[src/rtl/grant_collector_pkg.sv]
// -----------------------------------------------------------------------------
// grant_collector_pkg
// Types and helpers shared by the token arbiter, the client controllers and
// grant_collector.
//   selection   : client identifier, A/B/C, with X meaning "nobody owns it"
//   SRC_W       : width of the out_src code carried with each FIFO word
//   sel_mask()  : one-hot {C,B,A} mask for a selection (X -> all zero)
//   src_code()  : out_src encoding of a selection (A=0, B=1, C=2)
// -----------------------------------------------------------------------------
package grant_collector_pkg;

    typedef enum logic [1:0] {
        A = 2'd0,
        B = 2'd1,
        C = 2'd2,
        X = 2'd3
    } selection;

    localparam int SRC_W = 2;

    function automatic logic [2:0] sel_mask(input selection s);
        logic [2:0] m;
        m = 3'b000;
        case (s)
            A:       m = 3'b001;
            B:       m = 3'b010;
            C:       m = 3'b100;
            default: m = 3'b000;
        endcase
        return m;
    endfunction

    function automatic logic [SRC_W-1:0] src_code(input selection s);
        return SRC_W'(s);
    endfunction

endpackage

[src/rtl/grant_collector_fifo.sv]
// -----------------------------------------------------------------------------
// sync_fifo
// Single-clock FIFO with a registered occupancy count.
//   clk, rst_n      : clock, synchronous active-low reset (pointers/count only)
//   push, push_data : write request and word; ignored while full
//   pop             : read request; ignored while empty
//   full, empty     : derived from the registered count
//   head            : word at the read pointer (undefined while empty)
// DEPTH must be a power of two so the pointers wrap by plain overflow.
// -----------------------------------------------------------------------------
module sync_fifo #(
    parameter int WIDTH = 10,
    parameter int DEPTH = 4
) (
    input  logic             clk,
    input  logic             rst_n,
    input  logic             push,
    input  logic [WIDTH-1:0] push_data,
    input  logic             pop,
    output logic             full,
    output logic             empty,
    output logic [WIDTH-1:0] head
);

    localparam int PTR_W = (DEPTH > 1) ? $clog2(DEPTH) : 1;
    localparam int CNT_W = $clog2(DEPTH + 1);

    logic [WIDTH-1:0] mem_q [DEPTH];
    logic [PTR_W-1:0] wr_ptr_q, wr_ptr_d;
    logic [PTR_W-1:0] rd_ptr_q, rd_ptr_d;
    logic [CNT_W-1:0] count_q, count_d;
    logic             do_push, do_pop;

    assign full    = (count_q == CNT_W'(DEPTH));
    assign empty   = (count_q == '0);
    assign head    = mem_q[rd_ptr_q];
    assign do_push = push && !full;
    assign do_pop  = pop && !empty;

    always_comb begin
        wr_ptr_d = wr_ptr_q + PTR_W'(do_push);
        rd_ptr_d = rd_ptr_q + PTR_W'(do_pop);
        count_d  = count_q;
        case ({do_push, do_pop})
            2'b10:   count_d = count_q + CNT_W'(1);
            2'b01:   count_d = count_q - CNT_W'(1);
            default: count_d = count_q;
        endcase
    end

    always_ff @(posedge clk) begin
        if (!rst_n) begin
            wr_ptr_q <= '0;
            rd_ptr_q <= '0;
            count_q  <= '0;
        end else begin
            wr_ptr_q <= wr_ptr_d;
            rd_ptr_q <= rd_ptr_d;
            count_q  <= count_d;
        end
    end

    // Storage carries no reset; emptiness is tracked by count_q alone.
    always_ff @(posedge clk) begin
        if (do_push) mem_q[wr_ptr_q] <= push_data;
    end

endmodule

[src/rtl/grant_collector.sv]
// -----------------------------------------------------------------------------
// grant_collector
// Shared sink behind the three-client token arbiter. Accepts write words only
// from the client holding the grant, queues them as {src, data} in a FIFO and
// raises a sticky violation flag whenever grant exclusivity is broken.
//   clk, rst_n           : clock, synchronous active-low reset
//   ackA/B/C             : per-client grants
//   validA/B/C, dataA/B/C: per-client write strobe and word
//   out_ready            : sink takes the head word this cycle
//   out_valid            : FIFO non-empty
//   out_data, out_src    : head word and its writer (A=0, B=1, C=2); 0 when empty
//   full                 : FIFO holds DEPTH words
//   violation            : sticky mutual-exclusion error, cleared by reset only
//   drop_cnt             : saturating count of owner words rejected while full
// -----------------------------------------------------------------------------
module grant_collector
    import grant_collector_pkg::*;
#(
    parameter int DATA_W = 8,
    parameter int DEPTH  = 4
) (
    input  logic              clk,
    input  logic              rst_n,
    input  logic              ackA,
    input  logic              ackB,
    input  logic              ackC,
    input  logic              validA,
    input  logic              validB,
    input  logic              validC,
    input  logic [DATA_W-1:0] dataA,
    input  logic [DATA_W-1:0] dataB,
    input  logic [DATA_W-1:0] dataC,
    input  logic              out_ready,
    output logic              out_valid,
    output logic [DATA_W-1:0] out_data,
    output logic [SRC_W-1:0]  out_src,
    output logic              full,
    output logic              violation,
    output logic [7:0]        drop_cnt
);

    localparam int ENTRY_W = DATA_W + SRC_W;

    selection          owner_q, owner_d;
    selection          cur_owner;
    logic              violation_q, violation_d;
    logic [7:0]        drop_cnt_q, drop_cnt_d;

    logic [2:0]        ack_vec, valid_vec, owner_mask, cur_mask;
    logic              multi_ack, ack_viol, valid_viol, viol_now;
    logic              owner_valid, push, pop, drop;
    logic              fifo_full, fifo_empty;
    logic [DATA_W-1:0] push_word;
    logic [ENTRY_W-1:0] push_entry, head_entry;

    assign ack_vec   = {ackC, ackB, ackA};
    assign valid_vec = {validC, validB, validA};
    assign multi_ack = (ack_vec & (ack_vec - 3'd1)) != 3'd0;

    always_comb begin
        cur_owner = X;
        push_word = '0;
        case (ack_vec)
            3'b001: begin cur_owner = A; push_word = dataA; end
            3'b010: begin cur_owner = B; push_word = dataB; end
            3'b100: begin cur_owner = C; push_word = dataC; end
            default: begin cur_owner = X; push_word = '0; end
        endcase
    end

    assign owner_mask = sel_mask(owner_q);
    assign cur_mask   = sel_mask(cur_owner);

    // With no registered owner only overlapping acks are illegal; once a client
    // owns the grant, any other ack (even as its own falls) is a handover
    // without the mandatory idle cycle.
    assign ack_viol    = (owner_q == X) ? multi_ack : |(ack_vec & ~owner_mask);
    assign valid_viol  = |(valid_vec & ~cur_mask);
    assign viol_now    = ack_viol | valid_viol;
    assign owner_valid = |(valid_vec & cur_mask);

    assign push       = owner_valid && !viol_now && !fifo_full;
    assign drop       = owner_valid && !viol_now && fifo_full;
    assign pop        = !fifo_empty && out_ready;
    assign push_entry = {src_code(cur_owner), push_word};

    always_comb begin
        owner_d     = owner_q;
        violation_d = violation_q | viol_now;
        drop_cnt_d  = drop_cnt_q;
        if (owner_q == X) begin
            owner_d = cur_owner;
        end else if (ack_vec == owner_mask) begin
            owner_d = owner_q;
        end else begin
            owner_d = X;
        end
        if (drop && (drop_cnt_q != 8'hFF)) begin
            drop_cnt_d = drop_cnt_q + 8'd1;
        end
    end

    always_ff @(posedge clk) begin
        if (!rst_n) begin
            owner_q     <= X;
            violation_q <= 1'b0;
            drop_cnt_q  <= 8'd0;
        end else begin
            owner_q     <= owner_d;
            violation_q <= violation_d;
            drop_cnt_q  <= drop_cnt_d;
        end
    end

    sync_fifo #(
        .WIDTH (ENTRY_W),
        .DEPTH (DEPTH)
    ) u_fifo (
        .clk       (clk),
        .rst_n     (rst_n),
        .push      (push),
        .push_data (push_entry),
        .pop       (pop),
        .full      (fifo_full),
        .empty     (fifo_empty),
        .head      (head_entry)
    );

    // Head is masked while empty so stale, unreset storage never shows.
    assign out_valid = !fifo_empty;
    assign out_data  = fifo_empty ? '0 : head_entry[DATA_W-1:0];
    assign out_src   = fifo_empty ? '0 : head_entry[ENTRY_W-1 -: SRC_W];
    assign full      = fifo_full;
    assign violation = violation_q;
    assign drop_cnt  = drop_cnt_q;

endmodule

[config.mk]
export PLATFORM = sky130hd
export DESIGN_NAME = grant_collector
export DESIGN_NICKNAME = d
export VERILOG_FILES = /design/src/rtl/grant_collector_pkg.sv /design/src/rtl/grant_collector_fifo.sv /design/src/rtl/grant_collector.sv
export SDC_FILE = /design/constraint.sdc
export NUM_CORES = 1
export LEC_CHECK = 0
export BUFFER_PORTS_ARGS = -buffer_cell sky130_fd_sc_hd__buf_2
export CAP_MARGIN = 20
export CORE_MARGIN = 1.5
export CORE_UTILIZATION = 25
export CTS_CLUSTER_DIAMETER = 100
export DETAILED_ROUTE_END_ITERATION = 6
export GPL_TIMING_DRIVEN = 0
export PLACE_DENSITY = 0.52
export SLEW_MARGIN = 10
export SYNTH_ARGS = -nofsm -noshare
export SYNTH_HDL_FRONTEND = slang
export SYNTH_SLANG_ARGS = --single-unit
[constraint.sdc]
create_clock -name clk -period 3.1 [get_ports clk]
set_clock_uncertainty 0.1 [all_clocks]
set_input_delay 0 -clock clk [delete_from_list [all_inputs] [get_ports clk]]
set_output_delay 0 -clock clk [all_outputs]
set_load 0.02 [all_outputs]
==> impl_metrics.json, run 1 <==
{
  "num_vias": 2026,
  "synth-edff-count": 40,
  "grt_pass1_wl_um": 9960,
  "viasPerCell": 4.66,
  "drt_pass1_iterations": 4,
  "layout_setup_ws_ns": 0.276,
  "max_slew_margin": 0.397,
  "worstPathArrival_ns": 2.99,
  "n_antenna_cell": 0,
  "slew_viol_final": 0,
  "place.gp.congestion": 0.764,
  "drive_gt1_frac": 0.342,
  "fin_crit_sh": 0.911,
  "setup_viol": 0,
  "crit_path_start_kind": "flip-flop",
  "cts_tree": "done",
  "max_cap_violations": 0,
  "post_drt_wl_per_cell_um": 14.3,
  "yosys.area.top_type": "edfxtp_1",
  "wirelength_um": 6210,
  "clkSinkCount": 58,
  "synthTopCellsByCount": "edfxtp_1, dfxtp_1, nor2b_1, o21ai_0, nand2_1",
  "cts_made_buffers": 9,
  "die_area_mm2": 0.0116,
  "powerDensity_mw_per_mm2": 524,
  "async_reset_ff_frac": 0,
  "min_period_ns": 2.82,
  "drc": 0,
  "syn-num-nets": 258,
  "fmax_ghz": 0.354,
  "required_ns": 3.26,
  "area_growth_syn_to_layout_pct": 29.1,
  "htree_num_levels": 3,
  "grt_max_degree": 13,
  "die_w_um": 108,
  "netlist_area_mm2": 0.00274,
  "insertion_delay_ns": 0.34,
  "synth_ff_type": "edfxtp_1",
  "ir_drop_mv": 0.184,
  "antenna_found_initial": 1,
  "start_util": 0.255,
  "status": "complete, no violations",
  "rsz0062_at_grt": "no",
  "hold_path.class": "in -> reg",
  "p_leak_nw": 1.26,
  "r2r-start": "owner_q[0]",
  "dpl.hpwl_um": 4470,
  "portBuffers": 53,
  "startpoint": "owner_q[0]",
  "fin_cells": 435,
  "hp-start": "dataC[3]",
  "grt_pass1_vias": 1910,
  "synth_seq_area_share": 0.570,
  "drt_iter0_markers": 143,
  "fin_hold_ws_ns": 0.0344,
  "syn_area_per_cell_um2": 12.6,
  "gr-usage-all-layers": 0.115,
  "synth_cells": 217,
  "synth_top_area_share": 0.438,
  "fp-row-count": 38,
  "dp_cells": 414,
  "crit_type": "reg -> reg",
  "post-place-ws_ns": 0.0373,
  "worstMarginPinSlew_ns": 0.905,
  "synth_cell_types": 43,
  "cp_max_fo": 7,
  "clk_pin_slew_ns": 0.07,
  "grt_overflow": 0,
  "crit_path_end_kind": "flip-flop",
  "synth_seq_cells": 58,
  "synth_area_leaders": "edfxtp_1, dfxtp_1, mux4_2, ha_1, nor2b_1",
  "clock_path_buffers": 2,
  "yosysMostFrequentCell": "edfxtp_1",
  "yosys_warnings": 0,
  "ant_nets": 0,
  "root_buffer": "clkbuf_8",
  "final_net_count": 331,
  "finalHoldViolCount": 0,
  "core-area_mm2": 0.0107,
  "ios": 54,
  "die_y_um": 108
}
==> repair_timing <==
action	CTS	global route
endpoints found under the setup margin	0	7
resized for setup	0	2
hold buffers	4	0
hold endpoints to repair	17	0
buffers inserted	0	1
==> final cells by class <==
type	count	area, µm²
sequential	58	1560
timing repair buffer	62	343
inverter	9	33.8
fill	1108	7210
clock buffer	9	124
clock inverter	7	125
buffer	10	43.8
multi-input combinational	140	1130
tap	140	175
==> worst max-delay path, stage by stage, from the launching register on <==
cell	delay, ns
dfxtp_1	0.37
or2_2	0.31
ha_1	0.19
nor3_2	0.18
nor2_1	0.09
nor4_2	0.34
nand2b_1	0.18
ha_1	0.24
inv_1	0.07
fa_1	0.18
xor2_1	0.07
or3_1	0.30
a21oi_1	0.13
==> power by group <==
part           internal, mW  switching, mW  total (mW)
clock                 0.540          0.324       0.864
combinational        0.0640         0.0832       0.147
sequential            0.835        0.00557       0.841
total                  1.44          0.413        1.85
==> logic make-up after synthesis <==
family,synth area share
xor gates and xnor gates,0.0160
and+or+nand+nor,0.165
buffers and inverters,0.0283
DFF,0.570
AOI/OAI and AO/OA,0.0954
muxes,0.0863
adders and majority gates,0.0393
==> routing by layer <==
metal / vias to the layer above / GRT usage / wire length (µm) / part of all wire
li1: 978 / - / - / -
met3: 8 / 0.0309 / 220 / 0.035
met4: 0 / 0.0461 / 99 / 0.016
met1: 1000 / 0.151 / 2900 / 0.47
met2: 40 / 0.178 / 2990 / 0.48
met5: - / 0 / 0 / 0
==> flip-flops by register name (all words and copies together) (netlist names) <==
register / flops
u_fifo.mem_q: 40
drop_cnt: 8
u_fifo.count_q: 3
owner_q: 2
u_fifo.rd_ptr_q: 2
u_fifo.wr_ptr_q: 2
violation: 1
==> cell usage in the layout, fill, tap and decap left out, drive strengths merged, types with 2 or more instances in the layout <==
cell type    count
or2              2
mux4            10
edfxtp          40
buf             61
or3              3
nor4b            3
dfxtp           18
ha               7
nand2b           4
o31ai            3
bufinv           3
xor2             3
and4bb           2
nor4             2
o21ai           13
xnor2            2
or4              4
clkbuf          16
dlygate4sd3      4
a22oi            8
inv             10
nand4            3
nand3            4
and2             3
nor2b           13
nor2             9
a21oi            8
clkinv           3
nor3b            2
o22ai            2
nor3             8
nand2           11
==> path summary, 6_finish.rpt <==
check / to / slack (ns) / cells past startpoint
worst min-delay path: u_fifo.mem_q[1][3] / 0.03 / 3
worst min register to register: u_fifo.count_q[2] / 0.41 / 2
worst max-delay path: u_fifo.count_q[2] / 0.28 / 12
worst max register to register: u_fifo.count_q[2] / 0.28 / 12
==> through the flow <==
step	area, µm²	utilization	TNS (ns)	total power, mW
after floorplan	2740	-	0	0.943
after global placement	3180	0.296	-21.22	0.997
after detailed placement	3230	0.301	0	1.00
after CTS	3520	0.328	0	1.87
after global routing	3540	0.329	0	1.92
final	3540	0.329	0	1.85
(Power assumes the default switching activity.)
==> run 2, diff against run 1 <==
Settings changed: CORE_UTILIZATION 25 to 55, PLACE_DENSITY 0.52 to 0.9, TNS_END_PERCENT set to 5.
==> run 2 against run 1 <==
Effect of this change: fmax decreased by 4.1%; global-route usage grew 13 points; sequential share of layout area is 2.9 points higher; critical endpoint unchanged; largest cell class unchanged; wire length down 6.3%; non-clock buffer count down 4.
==> impl_metrics.json, run 2 (same netlist as run 1, synthesis figures left out) <==
{
  "cts_tree": "done",
  "required_ns": 3.26,
  "post-place-ws_ns": -0.00876,
  "layout_setup_ws_ns": 0.156,
  "slew_viol_final": 0,
  "area_growth_syn_to_layout_pct": 21.2,
  "seq_power_share": 0.545,
  "largest_register_ffs": 40,
  "n_antenna_cell": 0,
  "fin_crit_sh": 0.950,
  "portBuffers": 53,
  "p_leak_nw": 1.20,
  "clock_path_buffers": 2,
  "final_net_count": 327,
  "p_clk_frac": 0.360,
  "cp_cell_sequence": "or2_2 > ha_1 > nor3_1 > nor2_1 > nor4_2 > nand2b_2 > ha_1 > inv_1 > fa_1 > xor2_1 > or3_1 > a21oi_1",
  "switching_share": 0.234,
  "fmax_ghz": 0.340,
  "drc": 0,
  "crit_path_end_kind": "flip-flop",
  "n_fill_cell": 344,
  "finish.utilization": 0.699,
  "crit_path_start_kind": "flip-flop",
  "regArea_mm2": 0.00156,
  "clk_pin_slew_ns": 0.06,
  "setup_viol": 0,
  "worstMarginPinSlew_ns": 0.904,
  "final_cell_mix": "buf_2, edfxtp_1, dfxtp_1, nor2b_1, o21ai_0",
  "cp_slowest_cell": "dfxtp_1",
  "fp-row-count": 25,
  "layout_commonest_cell": "buf_2",
  "largest-register": "u_fifo.mem_q",
  "internal_power_mw": 1.18,
  "core-area_mm2": 0.00475,
  "cts_made_buffers": 9,
  "viasPerCell": 5.73,
  "htree_num_levels": 3,
  "insertion_delay_ns": 0.33,
  "ir_drop_mv": 0.269,
  "dpl.hpwl_um": 3970,
  "powerDensity_mw_per_mm2": 465,
  "p_sw_mw": 0.362,
  "grt_overflow": 0,
  "die_w_um": 73.6,
  "status": "complete, no violations",
  "die_area_mm2": 0.00541,
  "drt_pass1_iterations": 5,
  "antenna_found_initial": 0,
  "max_cap_violations": 0,
  "post_drt_wl_per_cell_um": 16.3,
  "hold_path.class": "in -> reg",
  "pwr-share-comb": 0.095,
  "min_period_ns": 2.94,
  "clkSinkCount": 58,
  "setup_tns_ns": 0,
  "drt_iter0_markers": 134,
  "rsz0062_at_grt": "no",
  "die_y_um": 73.6,
  "slowest_delay_ns": 0.36,
  "grt_pass1_vias": 2025,
  "finalHoldViolCount": 0,
  "worstPathArrival_ns": 3.10,
  "fin_cells": 358,
  "num_vias": 2052,
  "gr-usage-all-layers": 0.240,
  "crit_top_cell": "ha_1",
  "max_slew_margin": 0.394,
  "grt_max_degree": 11,
  "root_buffer": "clkbuf_8",
  "ios": 54,
  "place.gp.congestion": 0.834,
  "critPathBufInv": 1,
  "start_util": 0.576,
  "wirelength_um": 5830,
  "cp_max_fo": 7,
  "drive_gt1_frac": 0.316,
  "crit_type": "reg -> reg",
  "grt_pass1_wl_um": 9490,
  "dp_cells": 337,
  "ant_nets": 0,
  "multiInputGateArea_mm2": 0.00113,
  "crit_family": "simple AND/OR/NAND/NOR gates"
}
## run 2: cell count changes in the layout (fill, tap and decap cells not counted)
cell	delta
clkinv_1	+1
dlygate4sd3_1	+1
nor3_1	+1
buf_4	-5
nor3_2	-1
clkinv_4	-3
nand2b_1	-1
bufinv_16	-3
nand2b_2	+1
inv_6	-1
clkinv_2	+3
clkbuf_1	+3
## run 2: through the flow
| stage | power, mW | hold slack [ns] | cell area, µm² |
|---|---|---|---|
| after floorplan | 0.943 | -0.0381 | 2740 |
| after global placement | 0.989 | 0.132 | 3090 |
| after detailed placement | 0.997 | 0.135 | 3110 |
| after CTS | 1.55 | 0.00163 | 3320 |
| after global routing | 1.60 | 0.0235 | 3320 |
| final | 1.55 | 0.0169 | 3320 |
## run 2: timing repair
| item | in CTS | in global routing |
|---|---|---|
| resized for setup | 1 | 1 |
| pin swaps | 0 | 1 |
| hold buffers | 5 | 0 |
| gates cloned | 0 | 0 |
| setup buffers | 0 | 0 |
| hold endpoints to repair | 22 | 0 |
| endpoints found under the setup margin | 11 | 42 |
## run 2: layout make-up
| class | count | share of cell area |
|---|---|---|
| tap | 67 | 0.0252 |
| clock inverter | 4 | 0.00565 |
| inverter | 9 | 0.0102 |
| timing repair buffer | 58 | 0.0949 |
| clock buffer | 12 | 0.0407 |
| sequential | 58 | 0.470 |
| buffer | 10 | 0.0132 |
| multi-input combinational | 140 | 0.340 |
## run 2: layer usage
| metal | global-route usage | up-vias | wire (µm) |
|---|---|---|---|
| li1 | - | 969 | - |
| met4 | 0.0926 | 0 | 110 |
| met2 | 0.384 | 96 | 2920 |
| met3 | 0.0686 | 13 | 380 |
| met5 | 0 | - | 0 |
| met1 | 0.310 | 974 | 2410 |
## run 2: worst min-delay path, cell delays in order
cell and delay (ns):
buf_2 0.10, o22a_1 0.18, nor4_1 0.06, nor2_1 0.07
## run 2: worst paths after layout
check | start | endpoint | slack [ns] | cells past startpoint
setup / recovery | owner_q[0] | u_fifo.count_q[2] | 0.16 | 12
hold / removal | validB | violation | 0.02 | 4
setup reg to reg | owner_q[0] | u_fifo.count_q[2] | 0.16 | 12
hold reg to reg | violation | violation | 0.39 | 2
## run 2: power groups by stage
stage               Clock [mW]  Combinational, mW  Sequential, mW
floorplan                    0             0.0854           0.858
global placement             0              0.132           0.858
detailed placement           0              0.138           0.858
CTS                      0.563              0.145           0.842
global route             0.594              0.162           0.843
finish                   0.557              0.146           0.842
==> run 3, diff against run 2 <==
==> constraint.sdc (replaced) <==
create_clock -name clk -period 3.1 [get_ports clk]
set_clock_uncertainty 0.1 [all_clocks]
set_input_delay 0.31 -clock clk [delete_from_list [all_inputs] [get_ports clk]]
set_output_delay 0.31 -clock clk [all_outputs]
set_load 0.02 [all_outputs]
==> run 3 against run 2 <==
Effect of this change: design area decreased by 1.5%; die area unchanged; total power fell by 0.60%; non-clock buffer count is 5 lower; global-route usage fell by 0.29 points; final cell count fell by 1.4%; first-iteration DRC count did not move; largest cell class unchanged.
==> impl_metrics.json, run 3 (same netlist as run 1, synthesis figures left out) <==
{
  "status": "complete, no violations",
  "met3_usage": 0.0700,
  "p_sw_mw": 0.356,
  "htree_num_levels": 3,
  "dpl.hpwl_um": 3970,
  "cp_cell_sequence": "or2_2 > ha_1 > nor3_1 > nor2_1 > nor4_2 > nand2b_2 > ha_1 > inv_1 > fa_1 > xor2_1 > or3_1 > a21oi_1",
  "final_cell_mix": "buf_2, edfxtp_1, dfxtp_1, nor2b_1, o21ai_0",
  "grt_pass1_wl_um": 9400,
  "p_leak_nw": 1.18,
  "ios": 54,
  "crit_type": "reg -> reg",
  "slew_viol_final": 0,
  "largest-register": "u_fifo.mem_q",
  "largest_register_ffs": 40,
  "grt_use_met2": 0.372,
  "clock_path_buffers": 2,
  "drt_iter0_markers": 134,
  "cts_setup_buffers": 0,
  "fmax_ghz": 0.340,
  "crit_path_end_kind": "flip-flop",
  "r2r-start": "owner_q[0]",
  "met1_usage": 0.309,
  "min_period_ns": 2.95,
  "core-area_mm2": 0.00475,
  "r2r_slack_ns": 0.15,
  "crit_path_start_kind": "flip-flop",
  "antenna_found_initial": 0,
  "finish.utilization": 0.688,
  "drt_pass1_iterations": 5,
  "ant_nets": 0,
  "root_buffer": "clkbuf_8",
  "n_fill_cell": 354,
  "num_vias": 1979,
  "slowest_delay_ns": 0.37,
  "clkSinkCount": 58,
  "crit_family": "simple AND/OR/NAND/NOR gates",
  "area_growth_syn_to_layout_pct": 19.4,
  "viasPerCell": 5.61,
  "p_clk_frac": 0.360,
  "powerDensity_mw_per_mm2": 469,
  "place.gp.congestion": 0.834,
  "max_cap_violations": 0,
  "top_usage_layer": "met2",
  "final_net_count": 322,
  "rsz0062_at_grt": "yes",
  "gr-usage-all-layers": 0.237,
  "insertion_delay_ns": 0.33,
  "worstPathArrival_ns": 3.10,
  "cp_max_fo": 7,
  "worstMarginPinSlew_ns": 0.873,
  "grt_max_degree": 11,
  "cts_made_buffers": 9,
  "wirelength_um": 5680,
  "grt_pass1_vias": 2016,
  "setup_tns_ns": 0,
  "portBuffers": 53,
  "cp_slowest_cell": "dfxtp_1",
  "switching_share": 0.232,
  "finalHoldViolCount": 0,
  "seq_power_share": 0.548,
  "clk_pin_slew_ns": 0.06,
  "n_antenna_cell": 0,
  "holdPathEnd": "owner_q[1]",
  "hp-start": "rst_n",
  "ir_drop_mv": 0.270,
  "die_area_mm2": 0.00541,
  "cts_tree": "done",
  "pwr-share-comb": 0.092,
  "layout_commonest_cell": "buf_2",
  "crit_top_cell": "ha_1",
  "min_path_cells": 2,
  "die_w_um": 73.6,
  "r2r_end": "u_fifo.count_q[2]",
  "max_slew_margin": 0.415,
  "hold_path.class": "in -> reg",
  "required_ns": 3.25,
  "setup_viol": 0,
  "drc": 0,
  "worst_r2r_path_depth": 12,
  "critPathBufInv": 1,
  "cts_hold_buf": 0,
  "fp-row-count": 25,
  "internal_power_mw": 1.18,
  "grt_overflow": 0,
  "post_drt_wl_per_cell_um": 16.1,
  "die_y_um": 73.6,
  "drive_gt1_frac": 0.322,
  "start_util": 0.576,
  "fin_crit_sh": 0.950
}
## run 3: cell types whose count changed in the layout (fill, tap and decap cells not counted)
cell	previous run	this run
dlygate4sd3_1	5	0
## run 3: timing repair
item / CTS / global route
setup endpoints to repair: 11 / 42
pin swaps: 0 / 1
resized for setup: 1 / 1
## run 3: through the flow
| stage | total power, mW | instances | hold slack [ns] | worst slack, ns | instance area, µm² |
|---|---|---|---|---|---|
| after floorplan | 0.943 | 217 | 0.272 | 0.292 | 2740 |
| after global placement | 0.989 | 337 | 0.372 | -0.361 | 3090 |
| after detailed placement | 0.997 | 337 | 0.368 | -0.00876 | 3110 |
| after CTS | 1.55 | 353 | 0.0868 | 0.0735 | 3270 |
| after global routing | 1.59 | 353 | 0.0860 | -0.00341 | 3270 |
| final | 1.54 | 353 | 0.0989 | 0.155 | 3270 |
## run 3: layer usage
layer	up-vias	part of all wire
met5	-	0
met4	0	0.019
met3	12	0.059
met2	86	0.50
met1	924	0.43
li1	957	-
## run 3: cell type report
type | instances | area [µm²] | area share
flip-flops and latches | 58 | 1560 | 0.477
plain buffers | 10 | 43.8 | 0.0134
multi-input cells | 140 | 1130 | 0.345
clock buffers | 12 | 135 | 0.0413
inverters | 9 | 33.8 | 0.0103
well taps | 67 | 83.8 | 0.0256
repair buffers | 53 | 265 | 0.0811
clock inverters | 4 | 18.8 | 0.00574
## run 3: power by group through the flow
stage	Clock, mW	Sequential (mW)	Combinational [mW]
floorplan	0	0.858	0.0854
global placement	0	0.858	0.132
detailed placement	0	0.858	0.138
CTS	0.563	0.842	0.140
global route	0.592	0.843	0.156
finish	0.553	0.842	0.141
## run 3: worst max path at each step
stage	slack (ns)	cells past startpoint	end	startpoint
3_3_place_gp	-0.36	7	u_fifo.mem_q[2][2]	owner_q[0]
6_report	0.15	12	u_fifo.count_q[2]	owner_q[0]
4_1_cts	0.07	7	u_fifo.mem_q[0][9]	owner_q[0]
2_1_floorplan	0.29	7	u_fifo.mem_q[1][0]	owner_q[0]
3_5_place_dp	-0.009	7	u_fifo.mem_q[0][3]	owner_q[0]
5_1_grt	-0.003	7	u_fifo.mem_q[0][3]	owner_q[0]
